==> src/rtl/bp_pkg.sv <==
// ---------------------------------------------------------------------------
// bp_pkg: types shared by the branch predictor blocks (BTB, fetch predictor,
// BTB update queue).
//   br_type_e  : 2-bit branch type code written into the BTB.
//   btb_upd_t  : one BTB update record {pc, br_type, npc}.
//   COMMIT_WIDTH : retire slots per cycle; slot 0 is the older retirement.
// ---------------------------------------------------------------------------
package bp_pkg;

   localparam int COMMIT_WIDTH = 2;

   typedef enum logic [1:0] {
      BR_NONE = 2'b00,
      BR_COND = 2'b01,
      BR_JUMP = 2'b10,
      BR_RET  = 2'b11
   } br_type_e;

   typedef struct packed {
      logic [31:0] pc;
      br_type_e    br_type;
      logic [31:0] npc;
   } btb_upd_t;

endpackage

==> src/rtl/btb_upd_filter.sv <==
// ---------------------------------------------------------------------------
// btb_upd_filter: combinational filter for the two retire slots.
//   acc_i      : slot accepted this cycle (valid & ready)
//   slot0_i/1_i: slot records, slot 0 older
//   last_vld_i/last_i : last-enqueued register
//   push_o     : which survivors get enqueued
//   surv0_o/1_o: survivor records (same slot order as inputs)
//   drop_inc_o : number of accepted slots dropped this cycle (0..2)
// ---------------------------------------------------------------------------
module btb_upd_filter
   import bp_pkg::*;
(
   input  logic [1:0] acc_i,
   input  btb_upd_t   slot0_i,
   input  btb_upd_t   slot1_i,
   input  logic       last_vld_i,
   input  btb_upd_t   last_i,
   output logic [1:0] push_o,
   output btb_upd_t   surv0_o,
   output btb_upd_t   surv1_o,
   output logic [1:0] drop_inc_o
);

   logic     live0, live1, coal, keep0, keep1, ref1_vld;
   btb_upd_t ref1;

   always_comb begin
      // Type filter first; coalescing only looks at slots that survived it.
      live0 = acc_i[0] && (slot0_i.br_type != BR_NONE);
      live1 = acc_i[1] && (slot1_i.br_type != BR_NONE);
      // Same PC retiring twice in one cycle: the younger outcome is the one
      // the BTB should hold.
      coal  = live0 && live1 && (slot0_i.pc == slot1_i.pc);
      keep0 = live0 && !coal && !(last_vld_i && (slot0_i == last_i));
      // Slot 1 compares against slot 0 if slot 0 is going in this cycle.
      ref1     = keep0 ? slot0_i : last_i;
      ref1_vld = keep0 || last_vld_i;
      keep1    = live1 && !(ref1_vld && (slot1_i == ref1));
      push_o     = {keep1, keep0};
      surv0_o    = slot0_i;
      surv1_o    = slot1_i;
      drop_inc_o = {1'b0, acc_i[0] & ~keep0} + {1'b0, acc_i[1] & ~keep1};
   end

endmodule

==> src/rtl/btb_update_queue.sv <==
// ---------------------------------------------------------------------------
// btb_update_queue: buffers resolved branches from commit (up to two per
// cycle) and drains them into the BTB write port at one per cycle.
//   clock, reset        : clock; asynchronous active-low reset
//   cm_valid/pc/br_type/npc : retire slots, slot 0 older
//   cm_ready            : all-or-nothing acceptance of this cycle's slots
//   btb_commit*         : BTB write strobe and head-entry data (0 when empty)
//   q_count             : occupancy
//   drop_count          : saturating count of filtered slots
// ---------------------------------------------------------------------------
module btb_update_queue #(
   parameter int DEPTH        = 8,
   parameter int COMMIT_WIDTH = 2
) (
   input  logic                               clock,
   input  logic                               reset,
   input  logic [COMMIT_WIDTH-1:0]            cm_valid,
   input  logic [COMMIT_WIDTH-1:0][31:0]      cm_pc,
   input  logic [COMMIT_WIDTH-1:0][1:0]       cm_br_type,
   input  logic [COMMIT_WIDTH-1:0][31:0]      cm_npc,
   output logic                               cm_ready,
   output logic                               btb_commit,
   output logic [31:0]                        btb_commit_pc,
   output logic [1:0]                         btb_commit_pc_type,
   output logic [31:0]                        btb_commit_npc,
   output logic [$clog2(DEPTH):0]             q_count,
   output logic [15:0]                        drop_count
);
   import bp_pkg::*;

   localparam int PW = $clog2(DEPTH);
   localparam int CW = PW + 1;

   btb_upd_t      mem_q [DEPTH];
   logic [PW-1:0] head_q, head_d, tail_q, tail_d;
   logic [CW-1:0] count_q, count_d;
   logic [15:0]   drop_q, drop_d;
   logic          last_vld_q, last_vld_d;
   btb_upd_t      last_q, last_d;

   logic [1:0]    acc, push, drop_inc, n_push;
   logic          pop;
   logic [16:0]   drop_sum;
   btb_upd_t      slot0, slot1, surv0, surv1, wr0, head_e;

   // Uses registered count only, so a full queue stalls commit even if the
   // head pops this cycle; two free slots guarantee no overflow.
   assign cm_ready = (count_q <= CW'(DEPTH - 2));
   assign acc      = cm_valid & {2{cm_ready}};
   assign pop      = (count_q != '0);

   always_comb begin
      slot0 = '{pc: cm_pc[0], br_type: br_type_e'(cm_br_type[0]), npc: cm_npc[0]};
      slot1 = '{pc: cm_pc[1], br_type: br_type_e'(cm_br_type[1]), npc: cm_npc[1]};
   end

   btb_upd_filter u_filter (
      .acc_i      (acc),
      .slot0_i    (slot0),
      .slot1_i    (slot1),
      .last_vld_i (last_vld_q),
      .last_i     (last_q),
      .push_o     (push),
      .surv0_o    (surv0),
      .surv1_o    (surv1),
      .drop_inc_o (drop_inc)
   );

   always_comb begin
      n_push     = {1'b0, push[0]} + {1'b0, push[1]};
      // Compact survivors: the oldest survivor always lands at tail.
      wr0        = push[0] ? surv0 : surv1;
      count_d    = count_q + CW'(n_push) - CW'(pop);
      tail_d     = tail_q + PW'(n_push);
      head_d     = head_q + PW'(pop);
      last_d     = last_q;
      last_vld_d = last_vld_q | (|push);
      if (push[1])      last_d = surv1;
      else if (push[0]) last_d = surv0;
      drop_sum   = {1'b0, drop_q} + 17'(drop_inc);
      drop_d     = drop_sum[16] ? 16'hFFFF : drop_sum[15:0];
   end

   always_ff @(posedge clock or negedge reset) begin
      if (!reset) begin
         head_q     <= '0;
         tail_q     <= '0;
         count_q    <= '0;
         drop_q     <= '0;
         last_vld_q <= 1'b0;
         last_q     <= '0;
      end else begin
         head_q     <= head_d;
         tail_q     <= tail_d;
         count_q    <= count_d;
         drop_q     <= drop_d;
         last_vld_q <= last_vld_d;
         last_q     <= last_d;
      end
   end

   // Storage is not reset; outputs are masked while empty instead.
   always_ff @(posedge clock) begin
      if (n_push != 2'd0) mem_q[tail_q] <= wr0;
      if (n_push == 2'd2) mem_q[tail_q + PW'(1)] <= surv1;
   end

   assign head_e             = mem_q[head_q];
   assign btb_commit         = pop;
   assign btb_commit_pc      = pop ? head_e.pc      : '0;
   assign btb_commit_pc_type = pop ? head_e.br_type : BR_NONE;
   assign btb_commit_npc     = pop ? head_e.npc     : '0;
   assign q_count            = count_q;
   assign drop_count         = drop_q;

endmodule

==> config.mk <==
export PLATFORM = sky130hd
export DESIGN_NAME = btb_update_queue
export DESIGN_NICKNAME = d
export VERILOG_FILES = /design/src/rtl/bp_pkg.sv /design/src/rtl/btb_upd_filter.sv /design/src/rtl/btb_update_queue.sv
export SDC_FILE = /design/constraint.sdc
export NUM_CORES = 1
export LEC_CHECK = 0
export CAP_MARGIN = 20
export CORE_MARGIN = 8
export CORE_UTILIZATION = 40
export DETAILED_ROUTE_END_ITERATION = 6
export MAX_ROUTING_LAYER = met4
export PLACE_DENSITY = 0.54
export SYNTH_ARGS = -nofsm -noshare
export SYNTH_HDL_FRONTEND = slang
export SYNTH_SLANG_ARGS = --single-unit
==> constraint.sdc <==
create_clock -name clock -period 28.6 [get_ports clock]
set_input_delay 2.86 -clock clock [delete_from_list [all_inputs] [get_ports clock]]
set_output_delay 2.86 -clock clock [all_outputs]
set_load 0.02 [all_outputs]
* Word-level counts from Yosys, hierarchy flattened
Memories as Yosys holds them, arrays and structs flattened. Cells that the tools add are included.
Operators by class: add/sub/neg operators 8, order comparisons 1, equality and inequality tests 4, mux-type cells 11, bitwise logic cells 6, reductions and logical operators 18
Operators with widths (count):
- 66-bit two-way mux | 3
- 66-bit == test | 2
- 32-bit two-way mux | 2
- 32-bit == test | 1
- 16-bit by 2-bit adder with 17-bit output | 1
- 16-bit two-way mux | 1
- 1-bit logical AND | 9
- 2-bit nonzero test | 3
- 1-bit by 1-bit adder with 2-bit output | 2
- 4-bit by 2-bit adder with 4-bit output | 1
- 4-bit by 3-bit <= comparator with 1-bit output (second input constant) | 1
- 1-bit two-way mux | 4
- 4-bit nonzero test | 1
- 4-bit by 1-bit subtractor with 4-bit output | 1
- 3-bit by 1-bit adder with 3-bit output | 1
- 3-bit by 1-bit adder with 3-bit output (second input constant) | 1
- 3-bit by 2-bit adder with 3-bit output | 1
- 1-bit logical NOT | 3
- 1-bit AND | 2
- 2-bit AND | 1
- 2-bit == test (second input constant) | 1
- 2-bit two-way mux | 1
- 1-bit NOT | 2
- 2-bit OR reduction | 1
- 2 further kinds | 2
Storage, ports and cells: flip-flop bits (word level) 93, memory bits (writable) 528, output and inout bits 88, logic and storage cells 57, memories 1
Memory list:
- mem_q | words 8, bits a word 66, read ports 1, clocked after memory_dff 0, wr ports 2, RTL line btb_update_queue.sv:34 | btb_upd_t mem_q [DEPTH];

* Logic depth before layout (Yosys ltp)
Gate-level depths: netlist of the first run.
word-level depth 18, mapped depth 31, mapped depth without buffers 24

* Hierarchy
A second synthesis of the first run with hierarchy kept.
Second synthesis, totals: cells, all modules 3137, area total of the unflattened synthesis 34551.9 um2
Modules (own cells, without submodules):
- btb_update_queue | times used 1, cells an instance 2596, area an instance 30620.6 um2
- btb_upd_filter | times used 1, cells an instance 541, area an instance 3931.3 um2

* Worst setup path after synthesis of the first run
Ideal clock, no wire load.
path kind input -> register, start input port cm_pc[14] (netlist name), end memory mem_q[5][0] (netlist name) (enable), setup time 0.581 ns, arrival time 11.510 ns, data required time 28.019 ns, path slack 16.509 ns, stages on the path 23, path buffers 7, cell sequence clkbuf_1 > xnor2_1 > nand4_1 > or4_1 > o31a_1 > buf_6 > o21ai_4 > buf_6 > buf_6 > mux2i_1 > nand2_1 > nor4b_1 > and4_1 > a21o_1 > buf_4 > buf_6 > buf_8 > inv_1 > ha_1 > inv_1 > or3_1 > or2_2 > o21ai_0
RTL lines:
- start: declaration | RTL line btb_update_queue.sv:18 | input logic [COMMIT_WIDTH-1:0][31:0] cm_pc,
- end: declaration | RTL line btb_update_queue.sv:34

==> impl_metrics.tcl, run 1 <==
set metrics [dict create \
    max_slew.worst_pin.slew_ns 1.13 \
    slew_headroom_pct 24.8 \
    design.portCount 224 \
    p_per_area_nw_per_um2 110 \
    postCtsHoldBufs 0 \
    cts_tree "built" \
    residual_drc_count 0 \
    p_sw_share_pct 38.2 \
    chipHeight_um 304 \
    crit_fanout 50 \
    power_report.internal_total_uw 2620 \
    synth_sequential_area_ratio_pct 54.8 \
    min-delay-path-class "reg -> reg" \
    floorplan.core_area_um2 82100 \
    synth_enable_flop_cells 528 \
    finalCoreUtilization_pct 47.1 \
    netlist.area_leader.share_pct 47.8 \
    drt_first_pass_iters 6 \
    setup_repair_after_global_routing_missed_its_margin "false" \
    globalRoute.totalOverflow 0 \
    grt_first_pass_wirelength_um 171000 \
    multi_input_combinational_cell_area_um2 13800 \
    synth.avg_cell_area_um2 12.5 \
    htree_levels 3 \
    asyncSetResetFlopFracSynth_pct 15.0 \
    hold_violation_count_in_the_final_report 0 \
    cts.path.max_buffers 3 \
    worstSetupPathType "in -> reg" \
    detailed_place_hpwl_um 78700 \
    fmax_mhz 95.2 \
    fp-row-count 105 \
    drt-wirelength-per-cell_um 30.4 \
    setup-tns-final_ns 0 \
    dieArea_um2 92400 \
    layout.cell_area.non_filler_um2 38700 \
    run_status "finished clean" \
    ys_seq_elements 621 \
    timing.final.crit_share_pct 36.7 \
    vias_in_the_first_global_route 23500 \
    crit_slowest_cell "sky130_fd_sc_hd__buf_4" \
    starting_density_pct 40.4 \
    placement.cell_area_um2 36300 \
    postSynthCellCount 2660 \
    grt.met1_usage_pct 33.4 \
    grtUsageTotal_pct 25.6 \
    worst_setup_path_end_kind "flip-flop" \
    sequential_cell_area_um2 18200 \
    antenna_found_initial 9 \
    grt_most_used_layer "met2" \
    postLayoutSetupSlackWorst_ns 18.09 \
    design.final.nets 2918 \
    cp_data_arrival_time_ns 10.73 \
    place_congestion 1.07 \
    post_synth_instance_area_um2 33200 \
    max_stage_delay_ns 0.73 \
    flow.area_growth_from_synthesis_pct 16.7 \
    num-fill-cells 7234 \
    drv_slew 0 \
    final_period_minus_worst_setup_slack_ns 10.51 \
    largest_net_degree_at_the_start_of_global_routing 75 \
    totalWireLength_um 119000 \
    reg2reg_setup_slack_ns 20.42 \
    worst_setup_sp_type "primary input" \
    max-vdd-ir-drop_v 0.0000885 \
    avgViaCountPerCell 5.92 \
    leading_register_cell_type_out_of_synthesis "sky130_fd_sc_hd__edfxtp_1" \
    ratio_of_cells_with_drive_above_1_in_the_final_layout_pct 19.7 \
    drt.antenna.violating_nets 0 \
    global_route.usage.met3_pct 3.59 \
    cts-resized-gates 0 \
    synthesis.yosys.warnings 0 \
    timing.critical_path.mode_cell "sky130_fd_sc_hd__buf_4" \
    drv.max_cap_violation_count 0 \
    combPwrFrac_pct 43.6 \
    syn-num-nets 2813 \
    numClockSinks 621 \
    clk_root_buffer_cell "sky130_fd_sc_hd__clkbuf_16" \
    worst_ep_required_time_ns 28.83 \
    seqPwrFrac_pct 34.6 \
    synthDistinctLibCells 65 \
    final_setup_viols 0 \
    power.leakage_uw 0.0137 \
    clk_pin_slew_worst_paths_ns 0.06 \
    yosys-top-cells-area "sky130_fd_sc_hd__edfxtp_1 48%, sky130_fd_sc_hd__mux4_2 9.0%, sky130_fd_sc_hd__mux2_2 8.4%" \
    clock_skew_ns 0.0258 \
    p_clk_share_pct 21.8 \
    synth_area_leader_cell "sky130_fd_sc_hd__edfxtp_1" \
    grt_use_met2_pct 41.6 \
    io_buffers 223 \
    post-cts-setup-buffers 0 \
    pre_cts_slack_ns 17.68 \
    sequence_of_cells_on_the_critical_path "clkdlybuf4s50_1, xnor2_1, nand4_1, nor4_1, nand3_1, o21ai_4, buf_4, buf_4, mux2i_1, o2111ai_1, nor4_1, and4_1, a21o_4, inv_1, ha_1, inv_1, or3_1, or2_2, a21oi_4, buf_4, buf_4" \
    clkLatencyLatePin_ns 0.62 \
    num_vias 23100 \
    cts_buffers 74 \
    total_switching_power_uw 1620 \
    fp.dieW_um 304 \
    iter_0_drt_violations 2292 \
]
synth_stat cells (all sizes together) (4+ instances only):
master	count
a211oi	8
o21ai	316
nand2	362
o2bb2ai	6
nand4	28
nor2	100
xnor2	92
nand2b	6
xor2	40
o211ai	10
o22ai	36
o211a	6
dfrtp	93
o2111ai	5
a221oi	8
mux4	132
edfxtp	528
a21oi	33
nor3	4
or4	5
nor2b	6
mux2	257
nand3	14
buf	31
ha	14
clkbuf	220
clkinv	5
mux2i	136
nor4	15
inv	93
cell usage in the layout (no fill, tap or decap), drive strengths merged, types with 14 or more instances in the layout:
| master | Yosys | final |
|---|---|---|
| dfrtp | 93 | 93 |
| clkdlybuf4s50 | 0 | 222 |
| buf | 31 | 58 |
| ha | 14 | 14 |
| nor4 | 15 | 15 |
| xor2 | 40 | 40 |
| inv | 93 | 94 |
| o21ai | 316 | 316 |
| o22ai | 36 | 36 |
| clkbuf | 220 | 108 |
| nor2 | 100 | 100 |
| nand2 | 362 | 362 |
| xnor2 | 92 | 92 |
| edfxtp | 528 | 528 |
| mux2 | 257 | 257 |
| mux2i | 136 | 136 |
| nand3 | 14 | 14 |
| nand4 | 28 | 28 |
| clkinv | 5 | 29 |
| mux4 | 132 | 132 |
| a21oi | 33 | 33 |
registers in the layout (all words and copies together), names as in the netlist:
| signal | cells |
|---|---|
| tail_q | 3 |
| q_count | 4 |
| head_q | 3 |
| mem_q | 528 |
| last_q | 66 |
| last_vld_q | 1 |
| drop_count | 16 |
kinds of logic (layout without fill, tap and decap cells):
logic type	after synthesis	after routing	share of synthesized area, %
buffers and inverters	349	514	4.23
muxes	525	525	21.8
other	0	10	0
DFF	621	621	54.8
AOI/OAI and AO/OA	464	464	8.03
adders and majority gates	17	17	0.709
xor gates and xnor gates	132	132	3.49
and+or+nand+nor	552	552	6.90
area by class of cell:
cell class	instances	share of cell area, %
inverters	98	0.957
clock buffers	108	5.58
flip-flops and latches	621	47.0
clock inverters	28	0.517
multi-input cells	1690	35.6
well taps	1070	3.46
diodes	10	0.0646
repair buffers	280	6.87
critical path, delay by kind of cell:
family	cells	cell delay (ns)
xor+xnor	1	0.59
fa+ha+maj	1	0.22
buf+inv	7	3.23
mux	1	0.32
compound gates	4	1.09
simple gates	7	2.20
stage by stage:
| stage | total power, uW | cells | hold slack (ns) |
|---|---|---|---|
| floorplan | 2610 | 2660 | 0.451 |
| global placement | 3330 | 3759 | 0.566 |
| finish | 4250 | 3905 | 0.582 |
| CTS | 4290 | 3895 | 0.580 |
| global route | 4430 | 3903 | 0.630 |
| detailed placement | 3350 | 3759 | 0.564 |
routing by layer:
layer	share of wire (%)	vias up
met5	0	-
met1	42	11900
li1	-	10100
met2	49	952
met4	2.9	0
met3	6.4	208
path summary, 6_finish.rpt:
check / endpoint / cells after the start / start
max in group asynchronous: last_q[11] / 2 / reset
hold reg to reg: drop_count[12] / 2 / drop_count[12]
min in group asynchronous: drop_count[12] / 1 / reset
setup reg to reg: mem_q[1][44] / 22 / q_count[3]
setup / recovery: mem_q[1][44] / 21 / cm_pc[25]
hold / removal: drop_count[12] / 2 / drop_count[12]
power groups by stage:
stage	logic [uW]	registers, uW	clock network, uW
6_report	1850	1470	927
3_3_place_gp	1850	1480	0
3_5_place_dp	1860	1490	0
2_1_floorplan	1170	1430	0
4_1_cts	1870	1470	943
5_1_grt	1970	1490	974
Power figures use the tool's default switching activity.
==> inputs of run 2 (changes only) <==
Clock period 28.6 ns to 11 ns, I/O delays scaled along.
==> impl_metrics.tcl, run 2 (synthesized netlist as in run 1, its figures left out) <==
set metrics [dict create \
    run_status "finished clean" \
    clkLatencyLatePin_ns 0.62 \
    floorplan.core_area_um2 82100 \
    timing.critical_path.to "drop_count[5]" \
    dr_wl_met3_um 7820 \
    cp_data_arrival_time_ns 8.91 \
    drv_slew 0 \
    setup_repair_after_global_routing_missed_its_margin "false" \
    drt-wirelength-per-cell_um 29.9 \
    worstSetupPathType "in -> reg" \
    max-vdd-ir-drop_v 0.000212 \
    fp-row-count 105 \
    multi_input_combinational_cell_area_um2 13800 \
    largest-register "mem_q" \
    flow.area_growth_from_synthesis_pct 16.6 \
    antenna_found_initial 11 \
    final_period_minus_worst_setup_slack_ns 8.39 \
    avgViaCountPerCell 5.87 \
    final_cell_mix "528 x sky130_fd_sc_hd__edfxtp_1, 362 x sky130_fd_sc_hd__nand2_1, 307 x sky130_fd_sc_hd__o21ai_0" \
    sequential_cell_area_um2 18200 \
    worst_ep_required_time_ns 11.52 \
    timing.final.crit_share_pct 76.3 \
    iter_0_drt_violations 2185 \
    cts_buffers 72 \
    layout.cell_area.non_filler_um2 38700 \
    numClockSinks 621 \
    clk_pin_slew_worst_paths_ns 0.06 \
    num-fill-cells 7302 \
    worst_setup_path_end_kind "flip-flop" \
    totalWireLength_um 117000 \
    grtUsageTotal_pct 25.3 \
    detailed_place_hpwl_um 78200 \
    fmax_mhz 119 \
    ratio_of_cells_with_drive_above_1_in_the_final_layout_pct 19.7 \
    post-cts-setup-buffers 0 \
    place_congestion 0.939 \
    regToRegStartpoint "q_count[3]" \
    min-delay-path-class "in -> async" \
    grt_first_pass_wirelength_um 168000 \
    drt_first_pass_iters 6 \
    max_slew.worst_pin.slew_ns 1.08 \
    htree_levels 3 \
    dieArea_um2 92400 \
    hold_violation_count_in_the_final_report 0 \
    crit-reg2reg-capture "drop_count[5]" \
    flip_flop_count_of_the_largest_register_all_copies_and_words_added 528 \
    highest_layer "met4" \
    worst_setup_sp_type "primary input" \
    cts.path.max_buffers 3 \
    postCtsHoldBufs 0 \
    design.portCount 224 \
    m1WireLength_um 49700 \
    reg2reg_setup_slack_ns 3.20 \
    slew_headroom_pct 27.7 \
    globalRoute.totalOverflow 0 \
    num_vias 22900 \
    fp.dieW_um 304 \
    residual_drc_count 0 \
    clk_root_buffer_cell "sky130_fd_sc_hd__clkbuf_16" \
    placement.cell_area_um2 36500 \
    crit_fanout 48 \
    r2r_cells 25 \
    power.leakage_uw 0.0136 \
    io_buffers 223 \
    worstSetupStartpoint "cm_pc[11]" \
    vias_in_the_first_global_route 23400 \
    drt.antenna.violating_nets 0 \
    clock_skew_ns 0.0295 \
    setup-tns-final_ns 0 \
    layout_commonest_cell "sky130_fd_sc_hd__edfxtp_1" \
    largest_net_degree_at_the_start_of_global_routing 70 \
    drv.max_cap_violation_count 0 \
    cts-resized-gates 0 \
    route.met2.wl_um 55700 \
    final_setup_viols 0 \
    chipHeight_um 304 \
    design.final.nets 2923 \
    starting_density_pct 40.4 \
    p_per_area_nw_per_um2 281 \
    cts_tree "built" \
]
==> run 2: cell count changes in the layout (fill, tap and decap cells not counted), sizes merged <==
| cell | previous run | this run |
|---|---|---|
| clkinv | 29 | 34 |
| clkinvlp | 0 | 1 |
| buf | 58 | 65 |
| inv | 94 | 96 |
| clkbuf | 108 | 91 |
==> run 2: where the power goes <==
part / leakage, uW / switching, uW / internal [uW]
Sequential: 0.00596 / 441 / 3400
Combinational: 0.00663 / 2740 / 2030
Clock: 0.00104 / 978 / 1280
==> run 2: final cells by class <==
class                   count  area share (%)
clock inverters            36           0.667
diodes                     10          0.0647
inverters                  98           0.958
multi-input cells        1690            35.6
clock buffers              91            4.87
flip-flops and latches    621            47.1
well taps                1070            3.46
repair buffers            287            7.29
==> run 2: worst max-delay path, stage by stage <==
cell and delay [ns]:
sky130_fd_sc_hd__clkdlybuf4s50_1 0.74, sky130_fd_sc_hd__xor2_1 0.32, sky130_fd_sc_hd__a221o_1 0.32, sky130_fd_sc_hd__nor4_1 0.39, sky130_fd_sc_hd__nand4_1 0.51, sky130_fd_sc_hd__o21ai_4 0.34
sky130_fd_sc_hd__buf_4 0.45, sky130_fd_sc_hd__buf_4 0.63, sky130_fd_sc_hd__a211oi_1 0.17, sky130_fd_sc_hd__a2111o_1 0.41, sky130_fd_sc_hd__nor4_1 0.34, sky130_fd_sc_hd__and4_1 0.33
sky130_fd_sc_hd__a21o_4 0.37, sky130_fd_sc_hd__nand3_1 0.20, sky130_fd_sc_hd__fa_1 0.48, sky130_fd_sc_hd__inv_1 0.07, sky130_fd_sc_hd__ha_1 0.17, sky130_fd_sc_hd__and3_1 0.21
sky130_fd_sc_hd__nand3_1 0.12, sky130_fd_sc_hd__nor2_1 0.19, sky130_fd_sc_hd__nand2_1 0.10, sky130_fd_sc_hd__nor2_1 0.19, sky130_fd_sc_hd__nand4_1 0.45, sky130_fd_sc_hd__o21ai_0 0.22
==> run 2: per-layer routing <==
layer / vias to the layer above / GRT usage [%]
met5: - / -
met2: 883 / 40.2
met3: 184 / 4.57
met4: 0 / 8.41
li1: 10100 / -
met1: 11800 / 32.8
==> run 2: worst min-delay path by stage <==
stage	startpoint	end	slack [ns]	cells after the start
after global routing	reset	drop_count[7]	0.41	1
final	reset	drop_count[7]	0.41	1
after CTS	reset	drop_count[7]	0.39	1
after global placement	drop_count[7]	drop_count[7]	0.57	2
after detailed placement	drop_count[7]	drop_count[7]	0.57	2
after floorplan	last_vld_q	last_vld_q	0.45	1
==> run 2: per-stage QoR <==
stage               utilization, %  cells  hold WS (ns)  setup WS [ns]  total power [uW]
floorplan                        -   2660         0.451          0.669              6770
global placement              44.4   3765         0.575           2.15              8640
detailed placement            44.4   3765         0.571           2.08              8690
CTS                           47.0   3892         0.391           2.72             11000
global route                  47.1   3903         0.414           2.11             11400
finish                        47.1   3903         0.413           2.61             10900
